$ cat config.mk
export PLATFORM = sky130hd
export DESIGN_NAME = cht_shift_seq
export DESIGN_NICKNAME = d
export VERILOG_FILES = /design/src/rtl/cht_shift_seq_pkg.sv /design/src/rtl/cht_shift_seq_lane.sv /design/src/rtl/cht_shift_seq.sv
export SDC_FILE = /design/constraint.sdc
export NUM_CORES = 1
export LEC_CHECK = 0
export ABC_AREA = 1
export BUFFER_PORTS_ARGS = -buffer_cell sky130_fd_sc_hd__buf_4
export CORE_MARGIN = 8
export CORE_UTILIZATION = 51
export CTS_CLUSTER_DIAMETER = 50
export DETAILED_ROUTE_END_ITERATION = 10
export PLACE_DENSITY_LB_ADDON = 0.08
export RECOVER_POWER = 50
export REMOVE_ABC_BUFFERS = 1
export SYNTH_ARGS = -nofsm -noshare
export SYNTH_HDL_FRONTEND = slang
export SYNTH_HIERARCHICAL = 1
export SYNTH_SLANG_ARGS = --single-unit
$ cat constraint.sdc
create_clock -name clk -period 2.71 [get_ports clk]
set_input_delay 0.271 -clock clk [delete_from_list [all_inputs] [get_ports clk]]
set_output_delay 0.271 -clock clk [all_outputs]
set_load 0.005 [all_outputs]
$ cat src/rtl/cht_shift_seq_pkg.sv
// Shared encodings and defaults for the cht_shift_seq shift-register bank.
// Holds the command op codes, the FSM state type and the default lane widths.
package cht_shift_seq_pkg;

  localparam int WA_DEF = 16;
  localparam int WB_DEF = 16;
  localparam int WH_DEF = 5;
  localparam int CW_DEF = 4;

  localparam logic [1:0] OP_CLR  = 2'd0;
  localparam logic [1:0] OP_LOAD = 2'd1;
  localparam logic [1:0] OP_SHA  = 2'd2;
  localparam logic [1:0] OP_SHB  = 2'd3;

  typedef logic [1:0] state_t;

  localparam state_t ST_IDLE = 2'd0;
  localparam state_t ST_RUN  = 2'd1;
  localparam state_t ST_DONE = 2'd2;

  function automatic logic is_shift_op(input logic [1:0] op);
    return (op == OP_SHA) || (op == OP_SHB);
  endfunction

endpackage

$ cat src/rtl/cht_shift_seq_lane.sv
// One shift lane: clear > load > shift priority, bidirectional single-step shift.
// sout is the bit that leaves the lane on the next shift in the current direction.
module cht_shift_lane #(
  parameter int W = 16
) (
  input  logic         clk,
  input  logic         rst_n,
  input  logic         clear,
  input  logic         load,
  input  logic [W-1:0] load_val,
  input  logic         shift_en,
  input  logic         dir,
  input  logic         sin,
  output logic [W-1:0] lane,
  output logic         sout
);

  logic [W-1:0] lane_q;
  logic [W-1:0] shifted;

  // dir=1 moves bits toward the MSB with sin entering at bit 0; dir=0 the reverse.
  always_comb begin
    if (dir) shifted = {lane_q[W-2:0], sin};
    else     shifted = {sin, lane_q[W-1:1]};
  end

  assign sout = dir ? lane_q[W-1] : lane_q[0];

  // NOTE: sequential state uses non-blocking (<=) so every register samples pre-edge values.
  always_ff @(posedge clk or negedge rst_n) begin
    if (!rst_n) begin
      lane_q <= '0;
    end else if (clear) begin
      lane_q <= '0;
    end else if (load) begin
      lane_q <= load_val;
    end else if (shift_en) begin
      lane_q <= shifted;
    end
  end

  assign lane = lane_q;

endmodule

$ cat src/rtl/cht_shift_seq.sv
// Command-driven shift-register bank: two shift lanes, one hold lane, IDLE/RUN/DONE FSM.
// Build option CHT_SHIFT_SEQ_ROTATE_EN: lane A rotates on SHA instead of taking sin_a.
module cht_shift_seq
  import cht_shift_seq_pkg::*;
#(
  parameter int WA = WA_DEF,
  parameter int WB = WB_DEF,
  parameter int WH = WH_DEF,
  parameter int CW = CW_DEF
) (
  input  logic          clk,
  input  logic          rst_n,
  input  logic          kill,
  input  logic          cmd_valid,
  output logic          cmd_ready,
  input  logic [1:0]    cmd_op,
  input  logic [CW-1:0] cmd_cnt,
  input  logic          cmd_dir,
  input  logic          sin_a,
  input  logic          sin_b,
  input  logic [WA-1:0] pdata_a,
  input  logic [WB-1:0] pdata_b,
  input  logic [WH-1:0] hsrc0,
  input  logic [WH-1:0] hsrc1,
  input  logic          hsel,
  output logic [WA-1:0] lane_a,
  output logic [WB-1:0] lane_b,
  output logic [WH-1:0] hold,
  output logic          busy,
  output logic          done
);

  localparam logic [CW-1:0] CNT_ONE = CW'(1);

  state_t        state_q, state_d;
  logic [CW-1:0] cnt_q, cnt_d;
  logic          sel_b_q, sel_b_d;
  logic          dir_q, dir_d;

  logic          accept;
  logic          clr_lanes;
  logic          load_lanes;
  logic          shift_a;
  logic          shift_b;
  logic          sout_a;
  logic          sout_b;
  logic          sin_a_eff;
  logic [WH-1:0] hold_q;

  assign cmd_ready = (state_q == ST_IDLE) && !kill;
  assign accept    = cmd_valid && cmd_ready;

  // NOTE: every always_comb output gets a default first, so no path can infer a latch.
  always_comb begin
    state_d = state_q;
    cnt_d   = cnt_q;
    sel_b_d = sel_b_q;
    dir_d   = dir_q;
    unique case (state_q)
      ST_IDLE: begin
        if (accept) begin
          if (is_shift_op(cmd_op)) begin
            state_d = ST_RUN;
            cnt_d   = cmd_cnt;
            sel_b_d = (cmd_op == OP_SHB);
            dir_d   = cmd_dir;
          end else begin
            state_d = ST_DONE;
          end
        end
      end
      ST_RUN: begin
        // The shift at cnt==0 is the last one; the counter never wraps below zero.
        if (cnt_q == '0) state_d = ST_DONE;
        else             cnt_d   = cnt_q - CNT_ONE;
      end
      ST_DONE: state_d = ST_IDLE;
      default: state_d = ST_IDLE;
    endcase
    if (kill) begin
      state_d = ST_IDLE;
      cnt_d   = '0;
    end
  end

  always_ff @(posedge clk or negedge rst_n) begin
    if (!rst_n) begin
      state_q <= ST_IDLE;
      cnt_q   <= '0;
      sel_b_q <= 1'b0;
      dir_q   <= 1'b0;
    end else begin
      state_q <= state_d;
      cnt_q   <= cnt_d;
      sel_b_q <= sel_b_d;
      dir_q   <= dir_d;
    end
  end

  // kill is already folded into accept, so it only needs to appear on the clear path.
  assign clr_lanes  = kill || (accept && (cmd_op == OP_CLR));
  assign load_lanes = accept && (cmd_op == OP_LOAD);
  assign shift_a    = (state_q == ST_RUN) && !sel_b_q;
  assign shift_b    = (state_q == ST_RUN) &&  sel_b_q;

`ifdef CHT_SHIFT_SEQ_ROTATE_EN
  logic unused_sigs;
  assign sin_a_eff   = sout_a;
  assign unused_sigs = sin_a ^ sout_b;
`else
  logic unused_sigs;
  assign sin_a_eff   = sin_a;
  assign unused_sigs = sout_a ^ sout_b;
`endif

  cht_shift_lane #(.W(WA)) u_lane_a (
    .clk      (clk),
    .rst_n    (rst_n),
    .clear    (clr_lanes),
    .load     (load_lanes),
    .load_val (pdata_a),
    .shift_en (shift_a),
    .dir      (dir_q),
    .sin      (sin_a_eff),
    .lane     (lane_a),
    .sout     (sout_a)
  );

  cht_shift_lane #(.W(WB)) u_lane_b (
    .clk      (clk),
    .rst_n    (rst_n),
    .clear    (clr_lanes),
    .load     (load_lanes),
    .load_val (pdata_b),
    .shift_en (shift_b),
    .dir      (dir_q),
    .sin      (sin_b),
    .lane     (lane_b),
    .sout     (sout_b)
  );

  always_ff @(posedge clk or negedge rst_n) begin
    if (!rst_n) begin
      hold_q <= '0;
    end else if (clr_lanes) begin
      hold_q <= '0;
    end else if (load_lanes) begin
      hold_q <= hsel ? hsrc1 : hsrc0;
    end
  end

  assign hold = hold_q;
  assign busy = (state_q != ST_IDLE);
  assign done = (state_q == ST_DONE);

endmodule

==> After elaboration in Yosys (flattened, before gate mapping) <==
Cells that the tools add are included.
{ "word_totals": {"in_bits": 56, "ff_bits": 45} }
{ "classes": {"n_eq_ne": 9, "reduce_logical": 21, "n_mux": 21, "n_addsub": 1} }
{ "op_table": {"columns": ["op", "n"], "rows": [
  ["$mux W16", 8],
  ["$mux W4", 4],
  ["$mux W5", 3],
  ["$ne A3 B3 Y1 const B", 3],
  ["$reduce_bool A3 Y1", 3],
  ["$mux W2", 4],
  ["$pmux W4 S2", 1],
  ["$eq A2 B2 Y1 const B", 3],
  ["$logic_and A1 B1 Y1", 6],
  ["$eq A2 B1 Y1 const B", 2],
  ["$logic_not A2 Y1", 2],
  ["$logic_not A4 Y1", 1],
  ["$pmux W2 S2", 1],
  ["$reduce_and A4 Y1", 1],
  ["$reduce_bool A2 Y1", 2],
  ["$sub A4 B1 Y4 const B", 1],
  ["$ne A3 B2 Y1 const B", 1],
  ["$reduce_and A3 Y1", 1],
  ["$logic_not A1 Y1", 2],
  ["$logic_or A1 B1 Y1", 2],
  ["$reduce_and A2 Y1", 1]
]} }

==> Longest topological paths before layout <==
{ "depth": {"depth_word": 6, "ltp_mapped": 11, "depth_no_buf": 10} }

==> Cells and area by module <==
Netlist, hierarchy kept.
{ "by_module_without_submodules": {"columns": ["mod", "cells_per_inst", "n_inst", "area_per_inst_um2", "seq_area_each_um2"], "rows": [
  ["cht_shift_lane", 160, 2, 1019.7, 400.4],
  ["cht_shift_seq", 100, 1, 799.5, 325.3]
]} }

==> Worst setup path before layout <==
Ideal clock, no wire load.
{ "synth_path": {"path_type": "register to register", "from": "register state_q[0]", "to": "register u_lane_a.lane_q[0] (netlist: u_lane_a/lane[0])", "period_less_slack_ns": 2.086, "n_path_buf": 1, "slack_ns": 0.624, "stages_incl_launch_ff": 12, "setup_ns": 0.116, "t_required_ns": 2.594, "arrival_time_ns": 1.970, "cell_sequence": "dfrtp_1 > inv_2 > nand2_4 > nor2_8 > nand3_4 > o21ai_0 > inv_1 > o21ai_4 > buf_4 > nor2_1 > nand2_1 > nand2_1"} }
{ "synth_between": {"elab_chain_cells": 6, "word_cells_on_any_way": 11, "cone_classes": "eq/ne (1); mux (2); reduce/logical (8)"} }
{ "synth_rtl": {"columns": ["element", "line", "source"], "rows": [
  ["start: declaration", "cht_shift_seq.sv:35", "state_t state_q, state_d;"],
  ["start signal: assignment", "cht_shift_seq.sv:93", "state_q <= state_d;"],
  ["$logic_not A2 Y1 (*)", "cht_shift_seq.sv:50", "assign cmd_ready = (state_q == ST_IDLE) && !kill;"],
  ["$logic_and A1 B1 Y1 (*)", "cht_shift_seq.sv:50", null],
  ["named net cmd_ready", "cht_shift_seq.sv:15", "output logic cmd_ready,"],
  ["$logic_and A1 B1 Y1 (*)", "cht_shift_seq.sv:51", "assign accept = cmd_valid && cmd_ready;"],
  ["$logic_and A1 B1 Y1 (*)", "cht_shift_seq.sv:101", "assign clr_lanes = kill || (accept && (cmd_op == OP_CLR));"],
  ["$logic_or A1 B1 Y1 (*)", "cht_shift_seq.sv:101", null],
  ["named net clr_lanes", "cht_shift_seq.sv:41", "logic clr_lanes;"],
  ["$reduce_bool A3 Y1 (no source line) or $mux W16 (tied branches)", null, null],
  ["end signal: assignment", "cht_shift_seq_lane.sv:36", "lane_q <= load_val;"],
  ["end signal: assignment", "cht_shift_seq_lane.sv:38", "lane_q <= shifted;"],
  ["end: declaration", "cht_shift_seq_lane.sv:18", "logic [W-1:0] lane_q;"]
]} }
The timed path passes the listed nets; every way through them passes the cells marked *.
A chain may end at the register's enable or synchronous reset.

==> Worst setup path after layout <==
{ "layout_path": {"from": "register state_q[0]", "to": "register u_lane_b.lane_q[9] (netlist: u_lane_b/lane[9])"} }
{ "layout_between": {"elab_chain_cells": 6, "word_cells_on_any_way": 11, "cone_classes": "eq/ne (1); mux (2); reduce/logical (8)"} }
{ "layout_rtl": {"columns": ["element", "line", "source"], "rows": [
  ["$logic_not A2 Y1 (*)", "cht_shift_seq.sv:50", null],
  ["$logic_and A1 B1 Y1 (*)", "cht_shift_seq.sv:50", null],
  ["$logic_and A1 B1 Y1 (*)", "cht_shift_seq.sv:51", null],
  ["$logic_and A1 B1 Y1 (*)", "cht_shift_seq.sv:102", "assign load_lanes = accept && (cmd_op == OP_LOAD);"],
  ["named net load_lanes", "cht_shift_seq.sv:42", "logic load_lanes;"],
  ["$mux W16", "cht_shift_seq_lane.sv:35", "end else if (load) begin"],
  ["$mux W16", "cht_shift_seq_lane.sv:33", "end else if (clear) begin"],
  ["end signal: assignment", "cht_shift_seq_lane.sv:36", null],
  ["end signal: assignment", "cht_shift_seq_lane.sv:38", null],
  ["end: declaration", "cht_shift_seq_lane.sv:18", null]
]} }
Marked as above.

==> results.sh <==
export IMPL_status="completed"
export IMPL_h_tree_depth=2
export IMPL_dr_wl_met2_um=3580
export IMPL_clk_pin_slew_ps=80
export IMPL_rsz0062_at_grt="no"
export IMPL_cts_tree="yes"
export IMPL_rows=27
export IMPL_power_density_nw_per_um2=401
export IMPL_grt_overflow_total=0
export IMPL_wl_met1_um=3350
export IMPL_wl_met3_um=397
export IMPL_tns_ps=0
export IMPL_grt_pass1_vias=2769
export IMPL_top_layer="met4"
export IMPL_maxCapViolCount=0
export IMPL_slew_headroom=0.233
export IMPL_pre_cts_ws_ps=860
export IMPL_worstReg2RegStart="state_q[0]$_DFFE_PN0P_"
export IMPL_ys_warn_count=6
export IMPL_insertedDiodeCount=0
export IMPL_avgSynthCellArea_sq_um=6.80
export IMPL_num_vias=2835
export IMPL_clock_root_buffer="clkbuf_8"
export IMPL_fp_dieW_um=90.3
export IMPL_ant_nets=0
export IMPL_ctsResizeCount=0
export IMPL_routabilityCongestion=0.786
export IMPL_skew_ps=10.1
export IMPL_hold_viol_final=0
export IMPL_fin_crit_sh=0.687
export IMPL_vdd_drop_max_mv=0.369
export IMPL_slew_violations=0
export IMPL_r2r_end="u_lane_b/lane[9]$_DFFE_PN0P_"
export IMPL_antenna_found_initial=0
export IMPL_fmax_mhz=537
export IMPL_final_nets=561
export IMPL_grt_start_max_net_pins=46
export IMPL_start_kind="flop"
export IMPL_crit_fanout=32
export IMPL_cp_required_ps=2900
export IMPL_ios=96
export IMPL_drive_gt1_frac=0.240
export IMPL_wl_per_cell_um=12.9
export IMPL_core_area_sq_um=5410
export IMPL_hold_path_class="in2reg"
export IMPL_syn_area_sq_um=2820
export IMPL_start_util=0.521
export IMPL_grt_pass1_wl_um=12500
export IMPL_worstSetupStartpoint="state_q[0]$_DFFE_PN0P_"
export IMPL_arrival_ps=2050
export IMPL_dp_hpwl_um=5280
export IMPL_dr_first_iter_drc_count=164
export IMPL_final_setup_viol_count=0
export IMPL_via_per_inst=4.92
export IMPL_die_y_um=90.3
export IMPL_post_cts_repair_setup_buffers=0
export IMPL_insertion_delay_ps=300
export IMPL_p_leak_nw=2.13
export IMPL_tightestPinTransition_ps=1150
export IMPL_cts_buffer_depth=2
export IMPL_drt_pre_antenna_iters=5
export IMPL_total_power_mw=1.44
export IMPL_clock_sinks=45
export IMPL_routed_wl_um=7410
export IMPL_io_buffer_count=95
export IMPL_cp_endpoint="u_lane_b/lane[9]$_DFFE_PN0P_"
export IMPL_drcViolationCount=0
export IMPL_worst_slack_ps=848
export IMPL_synthCells=414
export IMPL_crit_type="reg2reg"
export IMPL_syn_to_final_growth_pct=27.1
export IMPL_fin_crit_ps=1860
export IMPL_critPathCaptureType="flop"
export IMPL_die_area_sq_um=8160
export IMPL_r2r_slack_ps=850
export IMPL_holdBufCountCts=1
export IMPL_r2r_cells=10
export IMPL_cts_made_buffers=5
export IMPL_track_usage=0.181
[cell usage in the layout (no fill, tap or decap)]
master and instances:
o21ai_4 2, nor2_8 2, nand3_4 1, clkbuf_1 6, nand3_1 40, inv_2 7, nor3_1 1, ha_1 2
clkbuf_8 5, nand2_1 198, nand2_4 1, buf_4 77, a21oi_1 1, nor3_4 2, o21ai_0 8, clkbuf_4 16
nand2_2 1, nor2_1 69, clkbuf_2 1, xnor2_1 1, dfrtp_1 45, mux2_2 5, inv_1 11, nand3_2 1
dlygate4sd3_1 1
[registers in the layout (all words and copies together), names as in the netlist]
register,flops
cnt_q,4
sel_b_q,1
state_q,2
u_lane_a/lane,16
u_lane_b/lane,16
dir_q,1
hold,5
[area by class of cell]
class | count | area [sq um]
Sequential cell | 45 | 1130
Fill cell | 511 | 1820
Tap cell | 72 | 90.1
Inverter | 18 | 67.6
Multi-Input combinational cell | 335 | 1490
Clock buffer | 8 | 80.1
Timing Repair Buffer | 98 | 724
[critical path: stages (launching register included)]
cell and delay, ps:
dfrtp_1 420, inv_2 90, nand2_4 70, nor2_8 130, nand3_4 140, nor2_8 260, inv_2 270, nor2_1 170
nor2_1 60, nand2_1 80, nand2_1 50
[how the worst min path moves through the flow]
stage	endpoint	slack, ps	cells after the start	start
2_1_floorplan	cnt_q[0]$_DFFE_PN0P_	-20	0	rst_n
6_report	state_q[1]$_DFFE_PN0P_	200	2	kill
3_5_place_dp	u_lane_a/lane[14]$_DFFE_PN0P_	320	1	rst_n
4_1_cts	state_q[1]$_DFFE_PN0P_	200	2	kill
5_1_grt	state_q[1]$_DFFE_PN0P_	190	2	kill
3_3_place_gp	u_lane_a/lane[14]$_DFFE_PN0P_	320	1	rst_n
[metrics by stage]
step,std cells,hold slack (ps),util,cell area [sq um]
detailed placement,567,323,0.649,3510
global placement,567,318,0.649,3510
CTS,576,198,0.666,3600
global route,576,190,0.663,3580
floorplan,398,-24.6,-,2690
finish,576,202,0.663,3580
[power by group]
part | switching (mW) | internal (mW)
sequential | 0.0408 | 0.691
combinational | 0.173 | 0.127
clock | 0.223 | 0.184
[routing by layer]
layer	up-vias	GRT usage
met2	79	0.307
met1	1288	0.221
met4	0	0.0499
li1	1460	-
met3	8	0.0466
met5	-	0
Note: power is estimated with default switching activity, not from simulation.
